--- src/rtl/mac_accumulator.sv ---
// rtl/mac_accumulator.sv - framed unsigned multiply-accumulate with valid/ready handshakes
// Sums up to N_MAX product terms per frame and holds the result until downstream takes it.
module mac_accumulator #(
    parameter int P     = 8,
    parameter int ACC_W = 16,
    parameter int N_MAX = 8
) (
    input  logic                         i_clk,
    input  logic                         i_rst,
    input  logic                         i_in_valid,
    output logic                         o_in_ready,
    input  logic [P-1:0]                 i_product,
    input  logic                         i_in_last,
    output logic                         o_out_valid,
    input  logic                         i_out_ready,
    output logic [ACC_W-1:0]             o_acc_out,
    output logic                         o_overflow,
    output logic [$clog2(N_MAX+1)-1:0]   o_term_count
);

    localparam int CNT_W   = $clog2(N_MAX + 1);
    localparam bit ONE_TERM = (N_MAX == 1);

    typedef enum logic [1:0] {
        IDLE  = 2'd0,
        ACCUM = 2'd1,
        HOLD  = 2'd2
    } state_t;

    state_t             r_state;
    state_t             w_next_state;
    logic [ACC_W-1:0]   r_acc;
    logic               r_ovf;
    logic [CNT_W-1:0]   r_cnt;

    logic               w_accept;
    logic [ACC_W-1:0]   w_prod_ext;
    logic [ACC_W-1:0]   w_sum;
    logic               w_carry_out;
    logic [CNT_W-1:0]   w_cnt_inc;
    logic               w_frame_end;

    assign w_prod_ext  = ACC_W'(i_product);
    assign w_accept    = i_in_valid && o_in_ready;
    assign w_cnt_inc   = r_cnt + CNT_W'(1);
    assign w_frame_end = i_in_last || (w_cnt_inc == CNT_W'(N_MAX));

    // Carry-in is zero; the final carry feeds the sticky overflow flag.
    always_comb begin : ripple_add
        logic v_c;
        v_c   = 1'b0;
        w_sum = '0;
        for (int i = 0; i < ACC_W; i++) begin
            w_sum[i] = r_acc[i] ^ w_prod_ext[i] ^ v_c;
            v_c      = (r_acc[i] & w_prod_ext[i]) | (v_c & (r_acc[i] ^ w_prod_ext[i]));
        end
        w_carry_out = v_c;
    end

    always_ff @(posedge i_clk) begin
        if (i_rst) begin
            r_state <= IDLE;
        end else begin
            r_state <= w_next_state;
        end
    end

    always_comb begin
        w_next_state = r_state;
        o_in_ready   = 1'b0;
        o_out_valid  = 1'b0;
        case (r_state)
            IDLE: begin
                o_in_ready = 1'b1;
                if (w_accept) begin
                    w_next_state = (i_in_last || ONE_TERM) ? HOLD : ACCUM;
                end
            end
            ACCUM: begin
                o_in_ready = 1'b1;
                if (w_accept && w_frame_end) begin
                    w_next_state = HOLD;
                end
            end
            HOLD: begin
                o_out_valid = 1'b1;
                if (i_out_ready) begin
                    w_next_state = IDLE;
                end
            end
            default: begin
                w_next_state = IDLE;
            end
        endcase
    end

    // Result registers only move on an accept, so they stay frozen through HOLD and the idle gap.
    always_ff @(posedge i_clk) begin
        if (i_rst) begin
            r_acc <= '0;
            r_ovf <= 1'b0;
            r_cnt <= '0;
        end else if (w_accept) begin
            if (r_state == IDLE) begin
                r_acc <= w_prod_ext;
                r_ovf <= 1'b0;
                r_cnt <= CNT_W'(1);
            end else begin
                r_acc <= w_sum;
                r_ovf <= r_ovf | w_carry_out;
                r_cnt <= w_cnt_inc;
            end
        end
    end

    assign o_acc_out    = r_acc;
    assign o_overflow   = r_ovf;
    assign o_term_count = r_cnt;

endmodule

--- config.mk ---
export PLATFORM = sky130hd
export DESIGN_NAME = mac_accumulator
export DESIGN_NICKNAME = d
export VERILOG_FILES = /design/src/rtl/mac_accumulator.sv
export SDC_FILE = /design/constraint.sdc
export NUM_CORES = 1
export LEC_CHECK = 0
export ABC_AREA = 1
export BUFFER_PORTS_ARGS = -buffer_cell sky130_fd_sc_hd__buf_4
export CAP_MARGIN = 20
export CORE_MARGIN = 2
export CORE_UTILIZATION = 50
export CTS_CLUSTER_DIAMETER = 50
export DETAILED_ROUTE_END_ITERATION = 16
export GPL_TIMING_DRIVEN = 0
export HOLD_SLACK_MARGIN = 0.05
export MAX_ROUTING_LAYER = met4
export PLACE_DENSITY_LB_ADDON = 0.2
export REMOVE_ABC_BUFFERS = 1
export SETUP_SLACK_MARGIN = 0.02
export SYNTH_ARGS = -nofsm -noshare
export SYNTH_HDL_FRONTEND = slang
export SYNTH_SLANG_ARGS = --single-unit
--- constraint.sdc ---
create_clock -name i_clk -period 6.3 [get_ports i_clk]
set_clock_uncertainty 0.15 [all_clocks]
set_input_delay 0.945 -clock i_clk [delete_from_list [all_inputs] [get_ports i_clk]]
set_output_delay 0.945 -clock i_clk [all_outputs]
set_load 0.01 [all_outputs]
### Word level (Yosys, flattened, before mapping)

Cells that the tools add are included.

* logic and storage cells: 81
* bits in registers: 23
* input bits: 13
* output and inout bits: 23

* equal/unequal tests: 6
* bitwise gates (word level): 54
* reduce and logical (&&, ||, !) cells: 6
* multiplexer cells: 10
* $add $sub $neg: 1

Operator list (number)
* 1-bit AND: 23
* 1-bit bitwise XOR: 23
* 16-bit two-way mux: 1
* 2-bit two-way mux: 4
* 1-bit bitwise OR: 8
* 2-bit != test (second input constant): 3
* 2-bit one-hot mux with 3 select lines: 1
* 4-bit by 1-bit adder with 4-bit output (second input constant): 1
* 4-bit equality test (second input constant): 1
* 4-bit two-way mux: 1
* 1-bit two-way mux: 3
* 3-bit AND reduction: 1
* 2-bit by 1-bit equality test with 1-bit output (second input constant): 1
* 2-bit equality test (second input constant): 1
* 1-bit logical AND: 2
* 2-bit logical NOT: 1
* 2-bit OR reduction: 1
* 1-bit logical OR: 1

### Depth between registers and ports, before layout

Gate-level depths: netlist of run 1.

* depth in word-level cells: 25
* mapped depth: 20
* gate-level depth less buffers: 20

### Worst setup path after synthesis of run 1

No wires, ideal clock.

* path type: input to register
* start point: in i_product[0]
* end point: reg r_ovf, in the netlist o_overflow
* setup time: 0.131 ns
* buffers on the path: 0
* arrival time: 5.227 ns
* required time: 6.019 ns
* path slack: 0.793 ns
* stages on the path: 20
* cell sequence: ha_1 > fa_1 > fa_1 > fa_1 > fa_1 > fa_1 > fa_1 > inv_1 > fa_1 > inv_1 > ha_1 > ha_1 > ha_1 > ha_1 > ha_1 > ha_1 > ha_1 > ha_1 > o211ai_4 > a21oi_2

* word-level cells in the longest chain between the ends: 25

RTL lines
* from (decl): line 12 `input logic [P-1:0] i_product,`
* 1-bit AND (2 in a row): line 55 `v_c = (r_acc[i] & w_prod_ext[i]) | (v_c & (r_acc[i] ^ w_prod_ext[i]));`
* 1-bit bitwise OR: line 55
* 1-bit AND: line 55
* 1-bit bitwise OR: line 55
* 1-bit AND: line 55
* 1-bit bitwise OR: line 55
* 1-bit AND: line 55
* 1-bit bitwise OR: line 55
* 1-bit AND: line 55
* 1-bit bitwise OR: line 55
* 1-bit AND: line 55
* 1-bit bitwise OR: line 55
* 1-bit AND: line 55
* 1-bit bitwise OR: line 55
* 1-bit AND (8 in a row): line 55
* 1-bit bitwise OR: line 110 `r_ovf <= r_ovf | w_carry_out;`
* 1-bit two-way mux: line 104 `if (r_state == IDLE) begin`
* to (signal assigned): line 110
* to (decl): line 33 `logic r_ovf;`

Every way passes these cells.
A chain may end at the register's enable or synchronous reset.

### Worst setup path after layout of run 1

Ends and elaborated chain as after synthesis.

==> flow_metrics.env, run 1 <==
export IMPL_outcome="completed"
export IMPL_hold_start="o_acc_out[10]"
export IMPL_critPathTopFamily="adder cells"
export IMPL_areaGrowthSynthToFinish_pct=21.7
export IMPL_powerDensity_nw_per_um2=196
export IMPL_setup_violations=0
export IMPL_layout_worst_path_cycle_share_pct=87.3
export IMPL_initial_utilization_pct=52.0
export IMPL_crit_required_ns=6.37
export IMPL_antenna_found_initial=0
export IMPL_final_hold_viol_count=0
export IMPL_diodes=0
export IMPL_synthesis_area_um2=1260
export IMPL_synth_cells=144
export IMPL_whs_ns=0.347
export IMPL_firstDrtPassIters=4
export IMPL_grt_pass1_vias=936
export IMPL_grt_max_degree=22
export IMPL_cts_buffers_inserted=3
export IMPL_cts_tree="built"
export IMPL_p_leak_nw=0.716
export IMPL_num_io_pins=36
export IMPL_cts_repair_resized=0
export IMPL_ant_nets=0
export IMPL_yosys_warnings=0
export IMPL_drc_errors=0
export IMPL_fin_nets=207
export IMPL_drive_gt1_share_pct=28.4
export IMPL_slew_headroom_pct=64.6
export IMPL_synth_flop_cell="dfxtp_1"
export IMPL_rsz0062_at_grt="false"
export IMPL_clk_pin_slew_ns=0.13
export IMPL_worstSkewPairLatency_ns=0.31
export IMPL_core_area_um2=2430
export IMPL_die_x_um=54.3
export IMPL_cp_end_kind="register"
export IMPL_max_freq_ghz=0.182
export IMPL_synth_edf_count=0
export IMPL_totalWireLength_um=2610
export IMPL_tns_ns=0
export IMPL_vias_per_cell=5.31
export IMPL_die_y_um=54.3
export IMPL_routabilityCongestion=0.644
export IMPL_most_common_layout_cells="buf_4 (35), nand2_1 (30), dfxtp_1 (23), a21oi_1 (20)"
export IMPL_avgSynthCellArea_um2=8.78
export IMPL_start_kind="primary input"
export IMPL_vdd_ir_drop_worst_v=0.000157
export IMPL_timing_rr_start="o_acc_out[0]"
export IMPL_path_class="in2reg"
export IMPL_grt_pass1_wl_um=4020
export IMPL_crit_buf_inv=3
export IMPL_port_buffers=35
export IMPL_ys_seq_area_share_pct=36.4
export IMPL_cts_root_buf="clkbuf_4"
export IMPL_h_tree_depth=1
export IMPL_dr_first_iter_drc_count=19
export IMPL_min_path_type="reg2reg"
export IMPL_synth_seq_cells=23
export IMPL_fin_crit_ns=5.50
export IMPL_cts_buffer_depth=2
export IMPL_cp_max_fo=2
export IMPL_post_drt_wl_per_cell_um=12.7
export IMPL_grtUsageTotal_pct=19.4
export IMPL_final_common_cell="buf_4"
export IMPL_dpl_hpwl_um=1910
export IMPL_die_area_um2=2950
export IMPL_synth_async_reset_ratio_pct=0
export IMPL_cp_common_cell="ha_1"
export IMPL_vias=1093
export IMPL_clkSinkCount=23
export IMPL_slowest_delay_ns=0.39
export IMPL_synth_cell_types=23
export IMPL_crit_chain="buf_4 -> ha_1 -> fa_1 -> fa_1 -> fa_1 -> fa_1 -> fa_1 -> fa_1 -> inv_1 -> fa_1 -> inv_1 -> ha_1 -> ha_1 -> ha_1 -> ha_1 -> ha_1 -> ha_1 -> ha_1 -> ha_1 -> o211ai_4 -> a21oi_2"
export IMPL_slew_violations=0
export IMPL_cp_slowest_cell="fa_1"
export IMPL_worst_pin_slew_ns=0.530
export IMPL_post_cts_buffers=0
export IMPL_cts_hold_buf=0
export IMPL_drv_cap=0
export IMPL_worstSetupStartpoint="i_product[0]"
export IMPL_rows=18
export IMPL_overflow=0
export IMPL_cp_arrival_ns=5.57
## worst min-delay path, stage by stage (launching register included)
cell     delay, ns
dfxtp_1       0.35
nand2_1       0.06
a21oi_1       0.05
## flip-flops by register name (all words and copies together) (netlist names)
signal and count:
o_acc_out 16, o_overflow 1, o_term_count 4, r_state 2
## per-stage QoR
stage	power, mW	cell area [um^2]	util, %	cells	worst slack (ns)
detailed placement	0.237	1510	62.1	202	0.435
global placement	0.234	1510	62.1	202	0.513
floorplan	0.206	1210	-	137	0.805
global route	0.319	1540	63.2	206	0.610
CTS	0.304	1540	63.2	206	0.773
finish	0.302	1540	63.2	206	0.798
## where the power goes
group,internal (mW),switching (mW)
clock,0.0237,0.0450
sequential,0.153,0.0100
combinational,0.0328,0.0377
total,0.209,0.0927
## worst paths after layout
check        depth (start not counted)            end  slack (ns)
max                                 21     o_overflow        0.80
min                                  2  o_acc_out[10]        0.35
max reg2reg                         20     o_overflow        1.22
min reg2reg                          2  o_acc_out[10]        0.35
## per-layer routing
layer	wire (um)	global-route usage, %	up-vias
li1	-	-	544
met3	139	2.46	2
met2	1330	31.9	34
met1	1130	24.3	513
met5	0	-	-
met4	13	7.50	0
## final cells by class
type / count / area [um^2]
fill: 217 / 895
multi-input combinational: 101 / 698
sequential: 23 / 460
timing repair buffer: 35 / 263
inverter: 13 / 51.3
tap: 30 / 37.5
clock buffer: 3 / 22.5
clock inverter: 1 / 5.00
## synthesized netlist by cell type (2+ instances only)
master / instances / area share, %
o21ai_0: 10 / 4.0
buf_6: 3 / 2.7
nand2_1: 30 / 8.9
o21ai_1: 2 / 0.79
inv_2: 3 / 0.89
a21oi_2: 3 / 2.1
o22ai_1: 7 / 3.5
a21oi_1: 20 / 7.9
ha_1: 10 / 9.9
fa_1: 7 / 11
inv_1: 9 / 2.7
dfxtp_1: 23 / 36
clkbuf_1: 2 / 0.59
nor2_4: 2 / 1.8
nor2_1: 3 / 0.89
nand3_1: 3 / 1.2
## kinds of logic (layout without fill, tap and decap cells)
| group | count (synthesis) | in the layout | synth area share (%) |
|---|---|---|---|
| AOI/OAI and AO/OA | 43 | 43 | 19.9 |
| adders and majority gates | 17 | 17 | 21.0 |
| buffers and inverters | 20 | 52 | 8.32 |
| DFF | 23 | 23 | 36.4 |
| and+or+nand+nor | 41 | 41 | 14.4 |
(Power assumes the default switching activity.)
==> inputs of run 2 (changes only) <==
--- a/config.mk
+++ b/config.mk
@@ -9,10 +9,10 @@
 export BUFFER_PORTS_ARGS = -buffer_cell sky130_fd_sc_hd__buf_4
 export CAP_MARGIN = 20
 export CORE_MARGIN = 2
-export CORE_UTILIZATION = 50
+export CORE_UTILIZATION = 46
 export CTS_CLUSTER_DIAMETER = 50
 export DETAILED_ROUTE_END_ITERATION = 16
-export GPL_TIMING_DRIVEN = 0
+export GPL_TIMING_DRIVEN = 1
 export HOLD_SLACK_MARGIN = 0.05
 export MAX_ROUTING_LAYER = met4
 export PLACE_DENSITY_LB_ADDON = 0.2
==> constraint.sdc (replaced) <==
create_clock -name i_clk -period 4.45 [get_ports i_clk]
set_clock_uncertainty 0.15 [all_clocks]
set_input_delay 0.6675 -clock i_clk [delete_from_list [all_inputs] [get_ports i_clk]]
set_output_delay 0.6675 -clock i_clk [all_outputs]
set_load 0.01 [all_outputs]
==> run 2 against run 1 <==
Effect of this change:
- the flow now finishes with violations (setup timing)
- combinational power up 59%
- register-to-register slack worse by 1.3 ns
- utilization rose by 0.36 points
==> flow_metrics.env, run 2 (synthesis gave the netlist of run 1 again) <==
export IMPL_rows=19
export IMPL_port_buffers=35
export IMPL_numPlacedInstances=206
export IMPL_slew_headroom_pct=66.4
export IMPL_diodes=0
export IMPL_crit_required_ns=4.56
export IMPL_final_common_cell="buf_4"
export IMPL_vias=1099
export IMPL_worstSkewPairLatency_ns=0.31
export IMPL_largest_reg_flops=16
export IMPL_ant_nets=0
export IMPL_max_freq_ghz=0.216
export IMPL_h_tree_depth=1
export IMPL_timing_rr_start="o_acc_out[0]"
export IMPL_path_class="in2reg"
export IMPL_dpl_hpwl_um=1870
export IMPL_cts_buffers_inserted=3
export IMPL_nFillCells=232
export IMPL_vias_per_cell=5.23
export IMPL_grt_max_degree=22
export IMPL_die_y_um=56.4
export IMPL_min_path_type="reg2reg"
export IMPL_fin_crit_ns=4.64
export IMPL_setup_violations=3
export IMPL_layout_worst_path_cycle_share_pct=104
export IMPL_most_common_layout_cells="buf_4 (37), nand2_1 (29), dfxtp_1 (23), a21oi_1 (18), o21ai_0 (10)"
export IMPL_hold_start="o_term_count[3]"
export IMPL_grtUsageTotal_pct=18.3
export IMPL_worst_slack_ns=-0.188
export IMPL_cp_end_kind="register"
export IMPL_powerDensity_nw_per_um2=258
export IMPL_post_drt_wl_per_cell_um=13.0
export IMPL_antenna_found_initial=0
export IMPL_fin_nets=210
export IMPL_initial_utilization_pct=47.0
export IMPL_grt_pass1_vias=1089
export IMPL_cp_arrival_ns=4.74
export IMPL_drive_gt1_share_pct=40.8
export IMPL_firstDrtPassIters=4
export IMPL_cts_buffer_depth=2
export IMPL_drv_cap=0
export IMPL_start_kind="primary input"
export IMPL_vdd_ir_drop_worst_v=0.000181
export IMPL_slew_violations=0
export IMPL_overflow=0
export IMPL_rsz0062_at_grt="true"
export IMPL_final_hold_viol_count=0
export IMPL_cts_root_buf="clkbuf_4"
export IMPL_clk_pin_slew_ns=0.12
export IMPL_totalWireLength_um=2730
export IMPL_outcome="finished with violations"
export IMPL_worstSetupStartpoint="i_product[0]"
export IMPL_routabilityCongestion=0.754
export IMPL_clkSinkCount=23
export IMPL_dr_first_iter_drc_count=45
export IMPL_cp_max_fo=2
export IMPL_die_area_um2=3180
export IMPL_whs_ns=0.357
export IMPL_core_area_um2=2690
export IMPL_num_io_pins=36
export IMPL_instances_no_fill=210
export IMPL_drc_errors=0
export IMPL_worst_pin_slew_ns=0.503
export IMPL_die_x_um=56.4
export IMPL_p_leak_nw=0.697
export IMPL_cts_tree="built"
export IMPL_areaGrowthSynthToFinish_pct=35.1
export IMPL_grt_pass1_wl_um=4530
export IMPL_violations="setup timing"
export IMPL_cts_hold_buf=0
[run 2: cell count changes in the layout (fill, tap and decap cells not counted)]
| cell | before | now |
|---|---|---|
| inv_2 | 3 | 5 |
| fa_2 | 0 | 7 |
| ha_1 | 10 | 1 |
| a21oi_1 | 20 | 18 |
| buf_8 | 0 | 1 |
| nand2_2 | 0 | 1 |
| nand2_1 | 30 | 29 |
| clkbuf_1 | 0 | 1 |
| inv_1 | 9 | 7 |
| a21oi_2 | 3 | 5 |
| fa_1 | 7 | 0 |
| clkinv_2 | 1 | 0 |
| ha_4 | 0 | 9 |
| buf_4 | 35 | 37 |
[run 2: repair_timing]
item	4_1_cts	5_1_grt
pin swaps	0	0
setup endpoints to repair	5	4
resized for setup	30	1
setup buffers	0	0
[run 2: cell type report]
cell class,instances,area [um^2],area share (%)
Inverter,13,51.3,3.00
Multi-Input combinational cell,101,838,49.1
Tap cell,31,38.8,2.27
Sequential cell,23,460,27.0
Timing Repair Buffer,38,293,17.1
Clock buffer,4,26.3,1.54
[run 2: per-stage QoR]
stage / utilization, % / TNS, ns / instance area (um^2) / total power [mW] / setup WS, ns
2_1_floorplan: - / -2.65 / 1210 / 0.292 / -0.768
3_3_place_gp: 57.1 / -4.20 / 1530 / 0.335 / -1.01
3_5_place_dp: 57.1 / -4.51 / 1530 / 0.339 / -1.06
4_1_cts: 63.4 / -0.384 / 1700 / 0.443 / -0.169
5_1_grt: 63.6 / -0.696 / 1710 / 0.464 / -0.263
6_report: 63.6 / -0.435 / 1710 / 0.440 / -0.188
[run 2: path summary, 6_finish.rpt]
kind | slack (ns) | cells after the start | endpoint
max reg2reg | -0.10 | 20 | o_acc_out[15]
min | 0.36 | 2 | o_term_count[3]
max | -0.19 | 21 | o_acc_out[15]
min reg2reg | 0.36 | 2 | o_term_count[3]
[run 2: metal layers]
| layer | GRT usage, % | wire length (um) |
|---|---|---|
| met3 | 2.30 | 112 |
| met5 | - | 0 |
| met1 | 20.7 | 1160 |
| met2 | 32.9 | 1440 |
| met4 | 6.80 | 18 |
[run 2: report_power, final]
part	switching [mW]	internal [mW]	leakage, nW
logic	0.0578	0.0538	0.494
clock network	0.0632	0.0350	0.0150
registers	0.0141	0.217	0.188
[run 2: critical path, stage by stage]
cell,delay (ns)
buf_8,0.10
ha_4,0.15
fa_2,0.34
fa_2,0.35
fa_2,0.34
fa_2,0.34
fa_2,0.34
fa_2,0.34
inv_2,0.06
fa_2,0.18
inv_2,0.04
ha_4,0.15
ha_4,0.15
ha_4,0.15
ha_4,0.15
ha_4,0.16
ha_4,0.16
ha_4,0.15
ha_4,0.25
nand2_2,0.05
a21oi_2,0.11
==> inputs of run 3 (changes only) <==
--- a/config.mk
+++ b/config.mk
@@ -8,8 +8,10 @@
 export ABC_AREA = 1
 export BUFFER_PORTS_ARGS = -buffer_cell sky130_fd_sc_hd__buf_4
 export CAP_MARGIN = 20
+export CELL_PAD_IN_SITES_DETAIL_PLACEMENT = 1
+export CELL_PAD_IN_SITES_GLOBAL_PLACEMENT = 2
 export CORE_MARGIN = 2
-export CORE_UTILIZATION = 46
+export CORE_UTILIZATION = 27
 export CTS_CLUSTER_DIAMETER = 50
 export DETAILED_ROUTE_END_ITERATION = 16
 export GPL_TIMING_DRIVEN = 1
==> run 3 against run 2 <==
Effect of this change:
- the flow still finishes with violations (setup timing)
- critical path depth stayed put
- sequential share of layout area is 0.84 points lower
- clock-buffer cell count is 1 lower
- critical endpoint is now o_overflow
- setup slack worse by 0.044 ns
- utilization is 24 points lower
- design area is 3.2% higher
- worst hold slack better by 0.018 ns
==> flow_metrics.env, run 3 (synthesis gave the netlist of run 1 again) <==
export IMPL_die_area_um2=5240
export IMPL_outcome="finished with violations"
export IMPL_grtUsageTotal_pct=13.8
export IMPL_powerDensity_nw_per_um2=273
export IMPL_clk_pin_slew_ns=0.09
export IMPL_clkSinkCount=23
export IMPL_firstDrtPassIters=3
export IMPL_max_freq_ghz=0.214
export IMPL_grt_pass1_vias=1224
export IMPL_die_y_um=72.4
export IMPL_slew_violations=0
export IMPL_dpl_cell_area_um2=1560
export IMPL_final_hold_viol_count=0
export IMPL_worst_pin_slew_ns=0.557
export IMPL_rows=24
export IMPL_worstSkewPairLatency_ns=0.27
export IMPL_largest_reg_flops=16
export IMPL_dpl_hpwl_um=2380
export IMPL_hold_path_depth=2
export IMPL_p_leak_nw=0.710
export IMPL_worst_r2r_path_depth=20
export IMPL_most_common_layout_cells="buf_4 (37), nand2_1 (27), dfxtp_1 (23), a21oi_1 (17), o21ai_0 (10)"
export IMPL_slew_headroom_pct=62.8
export IMPL_h_tree_depth=1
export IMPL_diodes=0
export IMPL_ant_nets=0
export IMPL_antenna_found_initial=0
export IMPL_drive_gt1_share_pct=43.0
export IMPL_port_buffers=35
export IMPL_core_area_um2=4440
export IMPL_rsz0062_at_grt="true"
export IMPL_layout_worst_path_cycle_share_pct=105
export IMPL_overflow=0
export IMPL_num_io_pins=36
export IMPL_tns_ns=-0.527
export IMPL_totalWireLength_um=3340
export IMPL_crit_required_ns=4.47
export IMPL_vias_per_cell=4.81
export IMPL_cp_max_fo=2
export IMPL_cts_tree="built"
export IMPL_cts_buffer_depth=2
export IMPL_whs_ns=0.376
export IMPL_min_path_type="reg2reg"
export IMPL_final_common_cell="buf_4"
export IMPL_initial_utilization_pct=28.4
export IMPL_post_cts_buffers=0
export IMPL_cts_hold_buf=0
export IMPL_cts_root_buf="clkbuf_8"
export IMPL_fin_nets=210
export IMPL_grt_pass1_wl_um=5510
export IMPL_routabilityCongestion=0.714
export IMPL_cp_end_kind="register"
export IMPL_vias=1111
export IMPL_final_area_um2=1760
export IMPL_start_kind="primary input"
export IMPL_dr_first_iter_drc_count=24
export IMPL_nFillCells=524
export IMPL_worst_slack_ns=-0.232
export IMPL_areaGrowthSynthToFinish_pct=39.5
export IMPL_cp_arrival_ns=4.70
export IMPL_vdd_ir_drop_worst_v=0.000103
export IMPL_cts_buffers_inserted=3
export IMPL_drv_cap=0
export IMPL_die_x_um=72.4
export IMPL_fin_crit_ns=4.68
export IMPL_grt_max_degree=22
export IMPL_post_drt_wl_per_cell_um=14.5
export IMPL_path_class="in2reg"
export IMPL_violations="setup timing"
export IMPL_drc_errors=0
export IMPL_setup_violations=3
run 3: cell types whose count changed in the layout (fill, tap and decap cells not counted), sizes merged:
cell    change
clkbuf      -1
clkinv      +1
run 3: repair_timing:
action                     in CTS  in global routing
gates resized for setup        28                  7
setup endpoints to repair       6                  4
pin swaps                       0                  1
run 3: path summary, 6_finish.rpt:
check                   from               to  slack (ns)
min reg2reg  o_term_count[3]  o_term_count[3]        0.38
max reg2reg     o_acc_out[0]       o_overflow       -0.09
max             i_product[0]       o_overflow       -0.23
min          o_term_count[3]  o_term_count[3]        0.38
run 3: final cells by class:
cell class / instances / area, um^2 / share of cell area [%]
flip-flops and latches: 23 / 460 / 26.1
clock inverters: 1 / 5.00 / 0.284
well taps: 52 / 65.1 / 3.69
inverters: 13 / 51.3 / 2.91
clock buffers: 3 / 41.3 / 2.34
repair buffers: 38 / 293 / 16.6
multi-input cells: 101 / 847 / 48.0
run 3: where the power goes:
group          leakage, nW  switching, mW  total (mW)  internal, mW
sequential           0.188         0.0149       0.231         0.216
combinational        0.496         0.0604       0.115        0.0543
clock               0.0255         0.0731       0.136        0.0626
run 3: stage by stage:
step           power (mW)  setup slack, ns  instances  utilization, %
3_3_place_gp        0.339            -1.04        227            35.1
3_5_place_dp        0.344            -1.08        227            35.1
5_1_grt             0.520           -0.324        231            39.7
4_1_cts             0.489           -0.223        231            39.2
6_report            0.482           -0.232        231            39.7
2_1_floorplan       0.292           -0.768        137               -
run 3: layer usage:
layer,share of wire [%],global-route usage [%],routed length (um),vias up
met2,54,25.3,1800,18
met1,42,15.1,1420,540
met3,2.9,2.22,97,2
li1,-,-,-,551
met5,0,-,0,-
met4,0.60,4.53,20,0
run 3: worst max-delay path, stage by stage:
cell,delay (ns)
buf_8,0.10
ha_4,0.15
fa_2,0.33
fa_2,0.34
fa_2,0.34
fa_2,0.35
fa_2,0.35
fa_2,0.34
inv_2,0.06
fa_2,0.18
inv_2,0.04
ha_4,0.15
ha_4,0.15
ha_4,0.15
ha_4,0.15
ha_4,0.15
ha_4,0.15
ha_4,0.16
ha_4,0.15
o211ai_4,0.15
a21oi_2,0.07
